`src/rtl/irq_claim_pkg.sv`:
```
// Shared definitions for the interrupt claim controller.
//   irq_state_e : per-source lifecycle state
//   id_width()  : width needed to encode IDs 0..n, where ID 0 means "none"
//   ID_NONE     : the "no source" ID value
package irq_claim_pkg;

    typedef enum logic [1:0] {
        ST_IDLE       = 2'd0,
        ST_PENDING    = 2'd1,
        ST_IN_SERVICE = 2'd2
    } irq_state_e;

    localparam int ID_NONE = 0;

    function automatic int id_width(input int n);
        return $clog2(n + 1);
    endfunction

endpackage

```
`src/rtl/irq_source_slot.sv`:
```
// One interrupt source: lifecycle FSM, plus (with IRQ_EDGE_MODE_EN) an
// edge-history bit and a one-deep re-pend flag.
// Configuration macro: IRQ_EDGE_MODE_EN. When it is undefined, edge_mode_i is
// ignored and the source is always level-triggered.
// Ports:
//   clock, resetn   core clock, synchronous active-low reset
//   irq_i           synchronized source line
//   edge_mode_i     1 = rising-edge triggered (macro builds only)
//   claim_hit_i     claim handshake for this source's ID this cycle
//   complete_hit_i  complete strobe carrying this source's ID this cycle
//   pending_o       source is PENDING
//
// state         | meaning
// ST_IDLE       | nothing latched, waiting for a trigger
// ST_PENDING    | latched, may be offered to the core
// ST_IN_SERVICE | claimed by software, waiting for complete
module irq_source_slot
    import irq_claim_pkg::*;
(
    input  logic clock,
    input  logic resetn,
    input  logic irq_i,
    input  logic edge_mode_i,
    input  logic claim_hit_i,
    input  logic complete_hit_i,
    output logic pending_o
);

    irq_state_e state_q;
    logic       trigger;
    logic       level_drop;
    logic       repend_now;

`ifdef IRQ_EDGE_MODE_EN
    logic prev_q;
    logic repend_q;
    logic rise;

    assign rise       = irq_i & ~prev_q;
    assign trigger    = edge_mode_i ? rise : irq_i;
    assign level_drop = ~edge_mode_i & ~irq_i;
    // An edge arriving in the same cycle as the complete still re-pends.
    assign repend_now = edge_mode_i ? (repend_q | rise) : irq_i;
`else
    logic unused_edge_mode;

    assign unused_edge_mode = edge_mode_i;
    assign trigger          = irq_i;
    assign level_drop       = ~irq_i;
    assign repend_now       = irq_i;
`endif

    always_ff @(posedge clock) begin
        if (!resetn) begin
            state_q  <= ST_IDLE;
`ifdef IRQ_EDGE_MODE_EN
            prev_q   <= 1'b0;
            repend_q <= 1'b0;
`endif
        end else begin
`ifdef IRQ_EDGE_MODE_EN
            prev_q <= irq_i;
`endif
            case (state_q)
                ST_IDLE: begin
                    if (trigger) state_q <= ST_PENDING;
                end
                ST_PENDING: begin
                    // A handshake for the frozen offer wins over a dropped line.
                    if (claim_hit_i)     state_q <= ST_IN_SERVICE;
                    else if (level_drop) state_q <= ST_IDLE;
                end
                ST_IN_SERVICE: begin
                    if (complete_hit_i)
                        state_q <= repend_now ? ST_PENDING : ST_IDLE;
`ifdef IRQ_EDGE_MODE_EN
                    if (complete_hit_i)
                        repend_q <= 1'b0;
                    else if (edge_mode_i && rise)
                        repend_q <= 1'b1;
`endif
                end
                default: state_q <= ST_IDLE;
            endcase
        end
    end

    assign pending_o = (state_q == ST_PENDING);

endmodule

```
`src/rtl/irq_claim_controller.sv`:
```
// Target-domain interrupt consumer: latches synchronized interrupt lines,
// drives one aggregated level interrupt and serves a claim/complete handshake
// handing out the highest-priority (lowest index) pending, enabled source.
// Configuration macro: IRQ_EDGE_MODE_EN (per-source edge triggering).
// Ports:
//   clock, resetn        core clock, synchronous active-low reset
//   irq_in[NUM_IRQ]      synchronized lines, bit i = source ID i+1
//   enable[NUM_IRQ]      per-source mask
//   edge_mode[NUM_IRQ]   1 = edge triggered (macro builds only)
//   irq_out              registered OR of pending & enabled sources
//   claim_valid/ready    offer handshake, claim_id = offered ID
//   complete_valid/id    complete strobe and the ID being completed
module irq_claim_controller
    import irq_claim_pkg::*;
#(
    parameter  int NUM_IRQ = 4,
    localparam int ID_W    = id_width(NUM_IRQ)
) (
    input  logic               clock,
    input  logic               resetn,
    input  logic [NUM_IRQ-1:0] irq_in,
    input  logic [NUM_IRQ-1:0] enable,
    input  logic [NUM_IRQ-1:0] edge_mode,
    output logic               irq_out,
    output logic               claim_valid,
    input  logic               claim_ready,
    output logic [ID_W-1:0]    claim_id,
    input  logic               complete_valid,
    input  logic [ID_W-1:0]    complete_id
);

    logic [NUM_IRQ-1:0] pending;
    logic [NUM_IRQ-1:0] eligible;
    logic [ID_W-1:0]    winner_id;
    logic               handshake;

    logic               irq_out_q;
    logic               claim_valid_q;
    logic [ID_W-1:0]    claim_id_q;

    assign handshake = claim_valid_q & claim_ready;
    assign eligible  = pending & enable;

    for (genvar i = 0; i < NUM_IRQ; i++) begin : g_slot
        irq_source_slot u_slot (
            .clock          (clock),
            .resetn         (resetn),
            .irq_i          (irq_in[i]),
            .edge_mode_i    (edge_mode[i]),
            .claim_hit_i    (handshake && (claim_id_q == ID_W'(i + 1))),
            .complete_hit_i (complete_valid && (complete_id == ID_W'(i + 1))),
            .pending_o      (pending[i])
        );
    end

    // Descending scan so the lowest index is the last (winning) assignment.
    always_comb begin
        winner_id = ID_W'(ID_NONE);
        for (int i = NUM_IRQ - 1; i >= 0; i--) begin
            if (eligible[i]) winner_id = ID_W'(i + 1);
        end
    end

    // claim_id stays frozen while an offer is outstanding; a handshake always
    // leaves one idle cycle before the next offer is evaluated.
    always_ff @(posedge clock) begin
        if (!resetn) begin
            irq_out_q     <= 1'b0;
            claim_valid_q <= 1'b0;
            claim_id_q    <= ID_W'(ID_NONE);
        end else begin
            irq_out_q <= |eligible;
            if (handshake) begin
                claim_valid_q <= 1'b0;
            end else if (!claim_valid_q && (winner_id != ID_W'(ID_NONE))) begin
                claim_valid_q <= 1'b1;
                claim_id_q    <= winner_id;
            end
        end
    end

    assign irq_out     = irq_out_q;
    assign claim_valid = claim_valid_q;
    assign claim_id    = claim_id_q;

endmodule

```
`config.mk`:
```
export PLATFORM = sky130hd
export DESIGN_NAME = irq_claim_controller
export DESIGN_NICKNAME = d
export VERILOG_FILES = /design/src/rtl/irq_claim_pkg.sv /design/src/rtl/irq_source_slot.sv /design/src/rtl/irq_claim_controller.sv
export SDC_FILE = /design/constraint.sdc
export NUM_CORES = 1
export LEC_CHECK = 0
export CAP_MARGIN = 10
export CORE_MARGIN = 2
export CORE_UTILIZATION = 42
export DETAILED_ROUTE_END_ITERATION = 7
export GPL_TIMING_DRIVEN = 0
export MAX_ROUTING_LAYER = met4
export PLACE_DENSITY = 0.83
export SLEW_MARGIN = 25
export SYNTH_ARGS = -nofsm -noshare
export SYNTH_HDL_FRONTEND = slang
export SYNTH_SLANG_ARGS = --single-unit
```
`constraint.sdc`:
```
create_clock -name clock -period 1.3 [get_ports clock]
set_input_delay 0.195 -clock clock [delete_from_list [all_inputs] [get_ports clock]]
set_output_delay 0.195 -clock clock [all_outputs]
set_load 0.1 [all_outputs]
```
==> results_dict.tcl, run 1 <==
set metrics [dict create \
    clkSinkCount 13 \
    met3_usage_pct 7.50 \
    cellPowerDensity_mw_per_mm2 1030 \
    drtAntennaViolNets 0 \
    core_sq_mm 0.00149 \
    busiest_layer "met2" \
    grt_use_met2_pct 25.9 \
    port_buffers 19 \
    yosysSeqAreaShare_pct 39.2 \
    finalCriticalPeriod_ns 1.25 \
    min_period_over_period_pct 96.4 \
    worstSetupPathType "reg2out" \
    synthesis.instances 76 \
    leakage_uw 0.000368 \
    worstPathRequired_ns 1.11 \
    met1_usage_pct 16.5 \
    ff2ff_path_depth 4 \
    nets 119 \
    relSlewSlack_pct 67.9 \
    startpoint_type "flip-flop" \
    die-area_sq_mm 0.00192 \
    num_antenna_cells 0 \
    end_kind "output pin" \
    async_flop_share_pct 0 \
    finalMaxSlewViolations 0 \
    place.gp.congestion 0.812 \
    final-hold-violation-count 0 \
    drc 0 \
    max-clock-path-buffers 2 \
    synth.distinct_cells 36 \
    cp_top_family "buffers and inverters" \
    synthFlopType "dfxtp_1" \
    viasPerCell 5.39 \
    synth-edff-count 0 \
    dieHeight_um 43.8 \
    path_clk_slew_ns 0.08 \
    grt_antenna_before_repair 0 \
    areaGrowthSynthToFinish_pct 36.2 \
    finalWirelength_mm 1.32 \
    timing.hold.ws_ns 0.445 \
    clk_latency_ns 0.28 \
    hold_path_class "in2reg" \
    grt_pass1_wl_mm 2.14 \
    fp-row-count 14 \
    start_util_pct 44.6 \
    path_cells "buf_2" \
    cts_hold_buf 0 \
    cp_num_buf_inv 1 \
    finClkSkew_ns 0.00219 \
    place_hpwl_mm 1.04 \
    vias 620 \
    synth_area_leader_cell "dfxtp_1" \
    status "complete, no violations" \
    cap_violations 0 \
    cp_num_cells 1 \
    critPathArrivalTime_ns 1.06 \
    setup_viol 0 \
    worst_path_max_delay_cell "buf_2" \
    cts_tree "yes" \
    hold_depth 3 \
    setup_ws_ns 0.0468 \
    crit_fanout 4 \
    drt_iter0_markers 3 \
    synthTopCellsByArea "dfxtp_1 39%, nor2b_1 4.7%, nand2_1 4.0%" \
    vdd.ir_drop.worst_mv 0.624 \
    yosys-top-cells-count "13 x dfxtp_1, 7 x nand2_1, 5 x inv_1, 5 x nor2b_1, 4 x nor2_1" \
    grt_pass1_vias 533 \
    crit_path_max_incr_delay_ns 0.42 \
    drive_gt1_share_pct 19.2 \
    rsz0062_at_grt "no" \
    io_pins 24 \
    first_pass_iters 4 \
    yosysTopAreaCellShare_pct 39.2 \
    synth_most_common_cell "dfxtp_1" \
    ys_warn_count 0 \
    cts.htree.levels 1 \
    grt_max_degree 11 \
    syn-num-nets 95 \
    synth_area_per_cell_sq_um 8.74 \
    fillCellCount 127 \
    cts-root-buf "clkbuf_4" \
    cts_made_buffers 3 \
    overflow 0 \
    power_uw 936 \
    grtUsageTotal_pct 16.3 \
    place_ws_ns -0.384 \
    post-route-util_pct 60.8 \
    syn_area_sq_um 664 \
    wl_per_cell_um 11.5 \
    ys_ff_latch 13 \
    fmaxAchievable_mhz 798 \
    die_width_um 43.8 \
    worstMarginPinSlew_ns 0.485 \
]
## per-layer routing
layer / share of wire (%) / routed length (um)
met1: 45 / 592
met5: 0 / 0
met2: 46 / 607
met4: 2.3 / 31
met3: 6.8 / 90
## registers in the layout, summed over array words and instances (netlist names)
register and flops:
g_slot.u_slot.state_q 8, claim_id 3, irq_out 1, claim_valid 1
## power by group
part           switching, uW  leakage (uW)  internal [uW]
combinational            157      0.000244           92.9
sequential              20.4      0.000109            419
clock                    128     0.0000150            119
## logic make-up (layout without fill, tap and decap cells)
group	after synthesis	in the layout	share of synthesized area (%)
buf+inv	7	30	4.14
simple gates	36	36	34.8
flops	13	13	39.2
compound gates	20	20	21.8
## cell usage in the layout (no fill, tap or decap), types with 2 or more instances in the layout
cell type        synthesis  final
a21oi_1                  3      3
and2_1                   3      3
and3b_1                  2      2
buf_2                    1      3
clkbuf_1                 1      2
clkbuf_4                 0      5
clkdlybuf4s50_1          0     14
dfxtp_1                 13      9
dfxtp_4                  0      4
inv_1                    5      5
nand2_1                  7      7
nand3b_1                 2      2
nand4_1                  2      2
nor2_1                   4      4
nor2b_1                  5      5
nor4b_2                  1      2
o211a_1                  2      2
o21a_1                   2      2
o21ai_0                  2      2
o22ai_1                  2      2
## layout make-up
class / instances / area, sq um / share of cell area [%]
inverters: 5 / 18.8 / 2.07
plain buffers: 2 / 11.3 / 1.24
flip-flops and latches: 13 / 275 / 30.4
clock buffers: 4 / 26.3 / 2.90
repair buffers: 19 / 170 / 18.8
well taps: 16 / 20.0 / 2.21
multi-input cells: 56 / 383 / 42.3
## path summary, 6_finish.rpt
path | end | slack [ns] | startpoint
worst max-delay path | claim_id[2] | 0.05 | claim_id[2]$_SDFFE_PN0P_
worst min-delay path | g_slot[1].u_slot.state_q[0]$_SDFFE_PN0P_ | 0.44 | irq_in[1]
worst max register to register | g_slot[2].u_slot.state_q[0]$_SDFFE_PN0P_ | 0.14 | claim_id[2]$_SDFFE_PN0P_
worst min register to register | claim_id[0]$_SDFFE_PN0P_ | 0.52 | claim_id[0]$_SDFFE_PN0P_
## metrics by stage
step | TNS, ns | cells | area (sq um)
2_1_floorplan | -0.00255 | 76 | 682
3_3_place_gp | -3.27 | 111 | 892
3_5_place_dp | -3.35 | 111 | 892
4_1_cts | 0 | 115 | 893
5_1_grt | 0 | 115 | 905
6_report | 0 | 115 | 905
## tightest hold or removal path, stage by stage
cell and delay [ns]:
clkdlybuf4s50_1 0.40, nand2_1 0.06, a21oi_1 0.03
## what timing repair did
| item | in CTS | in global routing |
|---|---|---|
| endpoints found under the setup margin | 5 | 3 |
| resized for setup | 25 | 3 |
| pin swaps | 0 | 0 |
| setup buffers | 0 | 0 |
| gates cloned | 0 | 0 |
No activity file was read; power rests on OpenSTA's default activity.
==> inputs of run 2 (changes only) <==
--- a/config.mk
+++ b/config.mk
@@ -7,11 +7,11 @@
 export LEC_CHECK = 0
 export CAP_MARGIN = 10
 export CORE_MARGIN = 2
-export CORE_UTILIZATION = 42
+export CORE_UTILIZATION = 38
 export DETAILED_ROUTE_END_ITERATION = 7
 export GPL_TIMING_DRIVEN = 0
 export MAX_ROUTING_LAYER = met4
-export PLACE_DENSITY = 0.83
+export PLACE_DENSITY = 0.8
 export SLEW_MARGIN = 25
 export SYNTH_ARGS = -nofsm -noshare
 export SYNTH_HDL_FRONTEND = slang
==> constraint.sdc (replaced) <==
create_clock -name clock -period 1.15 [get_ports clock]
set_input_delay 0.1725 -clock clock [delete_from_list [all_inputs] [get_ports clock]]
set_output_delay 0.1725 -clock clock [all_outputs]
set_load 0.1 [all_outputs]
==> run 2 against run 1 <==
- the run now ends with negative setup slack left
- largest power group unchanged
- cell area up 11%
- flip-flop and latch count is the same
- utilization fell by 1.1 points
- critical endpoint is now claim_id[1]$_SDFFE_PN0P_
- clock skew increased by 0.0026 ns
==> results_dict.tcl, run 2 (synthesis gave the netlist of run 1 again) <==
set metrics [dict create \
    dieHeight_um 45.8 \
    power_frac_comb_pct 28.6 \
    place_inst 112 \
    cts.htree.levels 1 \
    place_hpwl_mm 1.13 \
    met1_usage_pct 16.7 \
    fp-row-count 15 \
    reg2reg_slack_ns -0.02 \
    relSlewSlack_pct 81.6 \
    vdd.ir_drop.worst_mv 0.752 \
    crit_path_max_incr_delay_ns 0.32 \
    largest_reg_flops 8 \
    leakage_uw 0.000443 \
    power.share.clock_pct 25.4 \
    busiest_layer "met2" \
    io_pins 24 \
    status "finished, violations left" \
    worstMarginPinSlew_ns 0.279 \
    final-hold-violation-count 0 \
    finalMaxSlewViolations 0 \
    hold_depth 3 \
    regArea_sq_um 283 \
    multi_input_area_sq_um 425 \
    viasPerCell 5.57 \
    hold_path_class "in2reg" \
    grt_max_degree 11 \
    met3_usage_pct 5.95 \
    setup_viol 1 \
    violations "negative setup slack" \
    cellPowerDensity_mw_per_mm2 1090 \
    drtAntennaViolNets 0 \
    largest-register "g_slot.u_slot.state_q" \
    rsz0062_at_grt "yes" \
    clk_latency_ns 0.27 \
    crit_fanout 4 \
    grt_pass1_vias 575 \
    worstPathRequired_ns 1.35 \
    fillCellCount 153 \
    finalCriticalPeriod_ns 1.17 \
    fmaxAchievable_mhz 852 \
    wl_per_cell_um 12.5 \
    p_seq_share_pct 46.1 \
    startpoint_type "flip-flop" \
    cts_tree "yes" \
    die_width_um 45.8 \
    first_pass_iters 4 \
    cts-root-buf "clkbuf_4" \
    die-area_sq_mm 0.00210 \
    min_from "claim_ready" \
    ff2ff_path_depth 4 \
    vias 663 \
    port_buffers 19 \
    grt_antenna_before_repair 0 \
    final.setup.tns_ns -0.0231 \
    whs_endpoint "claim_valid$_SDFFE_PP0P_" \
    final_common_cell "clkdlybuf4s50_1" \
    p_int_uw 737 \
    mostFrequentLayoutCells "10 x clkdlybuf4s50_1, 6 x nand2_1, 6 x dfxtp_2, 6 x buf_4, 5 x inv_1" \
    end_kind "flip-flop" \
    overflow 0 \
    path_cells "nand3b_1 -> nor2b_4 -> or3_1 -> a21boi_1" \
    netSwitchingFraction_pct 32.9 \
    cts_made_buffers 3 \
    grt_pass1_wl_mm 2.33 \
    clkSinkCount 13 \
    grt_use_met2_pct 28.7 \
    path_clk_slew_ns 0.08 \
    areaGrowthSynthToFinish_pct 51.8 \
    instances_no_fill 119 \
    r2r-end "claim_id[1]$_SDFFE_PN0P_" \
    drc 0 \
    min_period_over_period_pct 102 \
    worstSetupPathType "reg2reg" \
    r2r_start "g_slot[2].u_slot.state_q[1]$_SDFFE_PN0P_" \
    core_sq_mm 0.00169 \
    nets 122 \
    worst_path_max_delay_cell "dfxtp_2" \
    power_switching_uw 362 \
    finalWirelength_mm 1.49 \
    start_util_pct 39.3 \
    place.gp.congestion 0.780 \
    num_antenna_cells 0 \
    critPathArrivalTime_ns 1.37 \
    drt_iter0_markers 6 \
    drive_gt1_share_pct 35.3 \
    finClkSkew_ns 0.00475 \
    max-clock-path-buffers 2 \
    cap_violations 0 \
    setup_ws_ns -0.0231 \
    grtUsageTotal_pct 16.3 \
]
[run 2: cell type report]
cell class / count / share of cell area, %
well taps: 17 / 2.11
plain buffers: 2 / 1.61
multi-input cells: 56 / 42.2
clock buffers: 4 / 2.61
flip-flops and latches: 13 / 28.0
inverters: 5 / 1.86
repair buffers: 22 / 21.6
[run 2: power by group through the flow]
stage	registers, uW	clock network (uW)	logic [uW]
after floorplan	617	0	90.2
after global placement	509	0	294
after detailed placement	511	0	298
after CTS	502	292	303
after global routing	511	311	332
final	506	279	314
[run 2: worst max path at each step]
stage | startpoint | slack [ns] | endpoint
4_1_cts | g_slot[2].u_slot.state_q[1]$_SDFFE_PN0P_ | -0.02 | claim_id[1]$_SDFFE_PN0P_
3_5_place_dp | claim_id[0]$_SDFFE_PN0P_ | -0.52 | claim_id[0]
3_3_place_gp | claim_id[0]$_SDFFE_PN0P_ | -0.52 | claim_id[0]
5_1_grt | g_slot[2].u_slot.state_q[1]$_SDFFE_PN0P_ | -0.08 | claim_id[1]$_SDFFE_PN0P_
2_1_floorplan | claim_valid$_SDFFE_PP0P_ | -0.08 | g_slot[2].u_slot.state_q[0]$_SDFFE_PN0P_
6_report | g_slot[2].u_slot.state_q[1]$_SDFFE_PN0P_ | -0.02 | claim_id[1]$_SDFFE_PN0P_
[run 2: repair_timing]
action	CTS	global route
buffers inserted	2	1
cloned	0	0
hold buffers	0	0
setup endpoints to repair	10	12
pin swaps	1	3
resized for setup	34	20
[run 2: layer usage]
metal  vias up  part of all wire (%)
li1        327                     -
met1       317                    43
met2        17                    50
met3         2                   5.5
met4         0                  0.74
met5         -                     0
[run 2: through the flow]
step	total power, uW	worst slack [ns]	cell area (sq um)	util, %	hold WS, ns
finish	1100	-0.0231	1010	59.7	0.256
global route	1150	-0.0802	1010	59.7	0.259
CTS	1100	-0.0203	950	56.2	0.419
detailed placement	809	-0.522	902	53.4	0.515
global placement	803	-0.517	902	53.4	0.515
floorplan	707	-0.0846	691	-	0.289
[run 2: worst max-delay path: cells and delay by family (launching register included)]
| family | cells | cell delay, ns |
|---|---|---|
| AO/OA/AOI/OAI | 1 | 0.15 |
| AND/OR/NAND/NOR | 3 | 0.63 |
| flip-flops | 1 | 0.32 |
==> inputs of run 3 (changes only) <==
--- a/config.mk
+++ b/config.mk
@@ -5,13 +5,13 @@
 export SDC_FILE = /design/constraint.sdc
 export NUM_CORES = 1
 export LEC_CHECK = 0
-export CAP_MARGIN = 10
+export CAP_MARGIN = 20
 export CORE_MARGIN = 2
 export CORE_UTILIZATION = 38
 export DETAILED_ROUTE_END_ITERATION = 7
 export GPL_TIMING_DRIVEN = 0
 export MAX_ROUTING_LAYER = met4
-export PLACE_DENSITY = 0.8
+export PLACE_DENSITY_LB_ADDON = 0.1
 export SLEW_MARGIN = 25
 export SYNTH_ARGS = -nofsm -noshare
 export SYNTH_HDL_FRONTEND = slang
==> run 3 against run 2 <==
- the flow now finishes without violations
- sequential share of layout area is 0.78 points lower
- first-iteration DRC count grew 120%
- setup slack better by 0.027 ns
- critical path type is now reg2out
- critical endpoint is now claim_id[1]
==> results_dict.tcl, run 3 (synthesis gave the netlist of run 1 again) <==
set metrics [dict create \
    post-route-util_pct 61.4 \
    first_pass_iters 4 \
    drc 0 \
    min_period_over_period_pct 99.6 \
    startpoint_type "flip-flop" \
    nets 123 \
    final-hold-violation-count 0 \
    cp_num_buf_inv 1 \
    netSwitchingFraction_pct 33.2 \
    areaGrowthSynthToFinish_pct 56.1 \
    cts_made_buffers 3 \
    hold_depth 3 \
    port_buffers 19 \
    setup_viol 0 \
    grt_pass1_wl_mm 2.42 \
    timing.hold.ws_ns 0.260 \
    drive_gt1_share_pct 35.9 \
    cellPowerDensity_mw_per_mm2 1070 \
    cap_violations 0 \
    fp-row-count 15 \
    num_antenna_cells 0 \
    fmaxAchievable_mhz 873 \
    p_int_uw 742 \
    largest-register "g_slot.u_slot.state_q" \
    finalMaxSlewViolations 0 \
    status "complete, no violations" \
    rsz0062_at_grt "yes" \
    die_width_um 45.8 \
    finalWirelength_mm 1.55 \
    place_hpwl_mm 1.16 \
    power.share.clock_pct 25.7 \
    power_switching_uw 369 \
    cp_num_cells 1 \
    io_pins 24 \
    core_sq_mm 0.00169 \
    grt_antenna_before_repair 0 \
    path_clk_slew_ns 0.08 \
    end_kind "output pin" \
    cts-root-buf "clkbuf_4" \
    worst_path_max_delay_cell "dfxtp_4" \
    max-clock-path-buffers 2 \
    dieHeight_um 45.8 \
    start_util_pct 39.3 \
    crit_path_max_incr_delay_ns 0.40 \
    finalCriticalPeriod_ns 1.15 \
    viasPerCell 5.42 \
    cts.htree.levels 1 \
    p_seq_share_pct 45.2 \
    crit_fanout 6 \
    drt_iter0_markers 13 \
    final_common_cell "clkdlybuf4s50_1" \
    power_frac_comb_pct 29.1 \
    mostFrequentLayoutCells "10 x clkdlybuf4s50_1, 6 x nand2_1, 6 x buf_4" \
    cts_tree "yes" \
    finClkSkew_ns 0.00472 \
    instances_no_fill 120 \
    drtAntennaViolNets 0 \
    critPathArrivalTime_ns 0.97 \
    clk_latency_ns 0.27 \
    wl_per_cell_um 12.9 \
    place_inst 112 \
    relSlewSlack_pct 81.6 \
    grt_max_degree 11 \
    cp_top_family "flip-flops" \
    worstPathRequired_ns 0.98 \
    path_cells "buf_4" \
    crit_path_start "claim_id[1]$_SDFFE_PN0P_" \
    clkSinkCount 13 \
    die-area_sq_mm 0.00210 \
    hold_path_class "in2reg" \
    grt_pass1_vias 555 \
    r2r_start "g_slot[2].u_slot.state_q[1]$_SDFFE_PN0P_" \
    place.gp.congestion 0.704 \
    grtUsageTotal_pct 16.7 \
    worstSetupPathType "reg2out" \
    largest_reg_flops 8 \
    vdd.ir_drop.worst_mv 0.662 \
    fillCellCount 164 \
    leakage_uw 0.000458 \
    ff2ff_path_depth 4 \
    min_from "claim_ready" \
    multi_input_area_sq_um 434 \
    overflow 0 \
    regArea_sq_um 283 \
    worstMarginPinSlew_ns 0.279 \
    vias 650 \
]
==> run 3: power groups by stage <==
stage | Combinational, uW | Sequential, uW | Clock (uW)
floorplan | 90.2 | 617 | 0
global placement | 296 | 510 | 0
detailed placement | 298 | 511 | 0
CTS | 302 | 502 | 297
global route | 346 | 507 | 320
finish | 323 | 503 | 286
==> run 3: path summary, 6_finish.rpt <==
check / slack, ns / endpoint
worst max-delay path: 0.004 / claim_id[1]
worst min-delay path: 0.26 / claim_valid$_SDFFE_PP0P_
worst max register to register: 0.01 / claim_id[1]$_SDFFE_PN0P_
worst min register to register: 0.54 / g_slot[0].u_slot.state_q[1]$_SDFFE_PN0P_
==> run 3: through the flow <==
stage	area, sq um	setup slack [ns]	power, uW	setup TNS, ns
5_1_grt	1040	-0.0444	1170	-0.156
3_3_place_gp	902	-0.518	806	-5.62
6_report	1040	0.00419	1110	0
4_1_cts	942	0.00363	1100	0
2_1_floorplan	691	-0.0846	707	-0.222
3_5_place_dp	902	-0.519	809	-5.68
==> run 3: final cells by class <==
class	count	area share [%]
well taps	17	2.05
clock buffers	4	2.53
multi-input cells	56	41.9
inverters	5	1.81
plain buffers	2	1.57
repair buffers	23	22.9
flip-flops and latches	13	27.3
==> run 3: metal layers <==
layer | vias to the layer above | global-route usage (%) | routed length, um
li1 | 333 | - | -
met1 | 297 | 19.8 | 662
met2 | 18 | 26.2 | 764
met3 | 2 | 6.75 | 106
met4 | 0 | 4.57 | 14
met5 | - | - | 0
==> run 3: repair_timing <==
item                                    4_1_cts  5_1_grt
pin swaps                                     2        5
resized for setup                            35       21
setup buffers                                 1        3
hold buffers                                  0        0
endpoints found under the setup margin       11       13
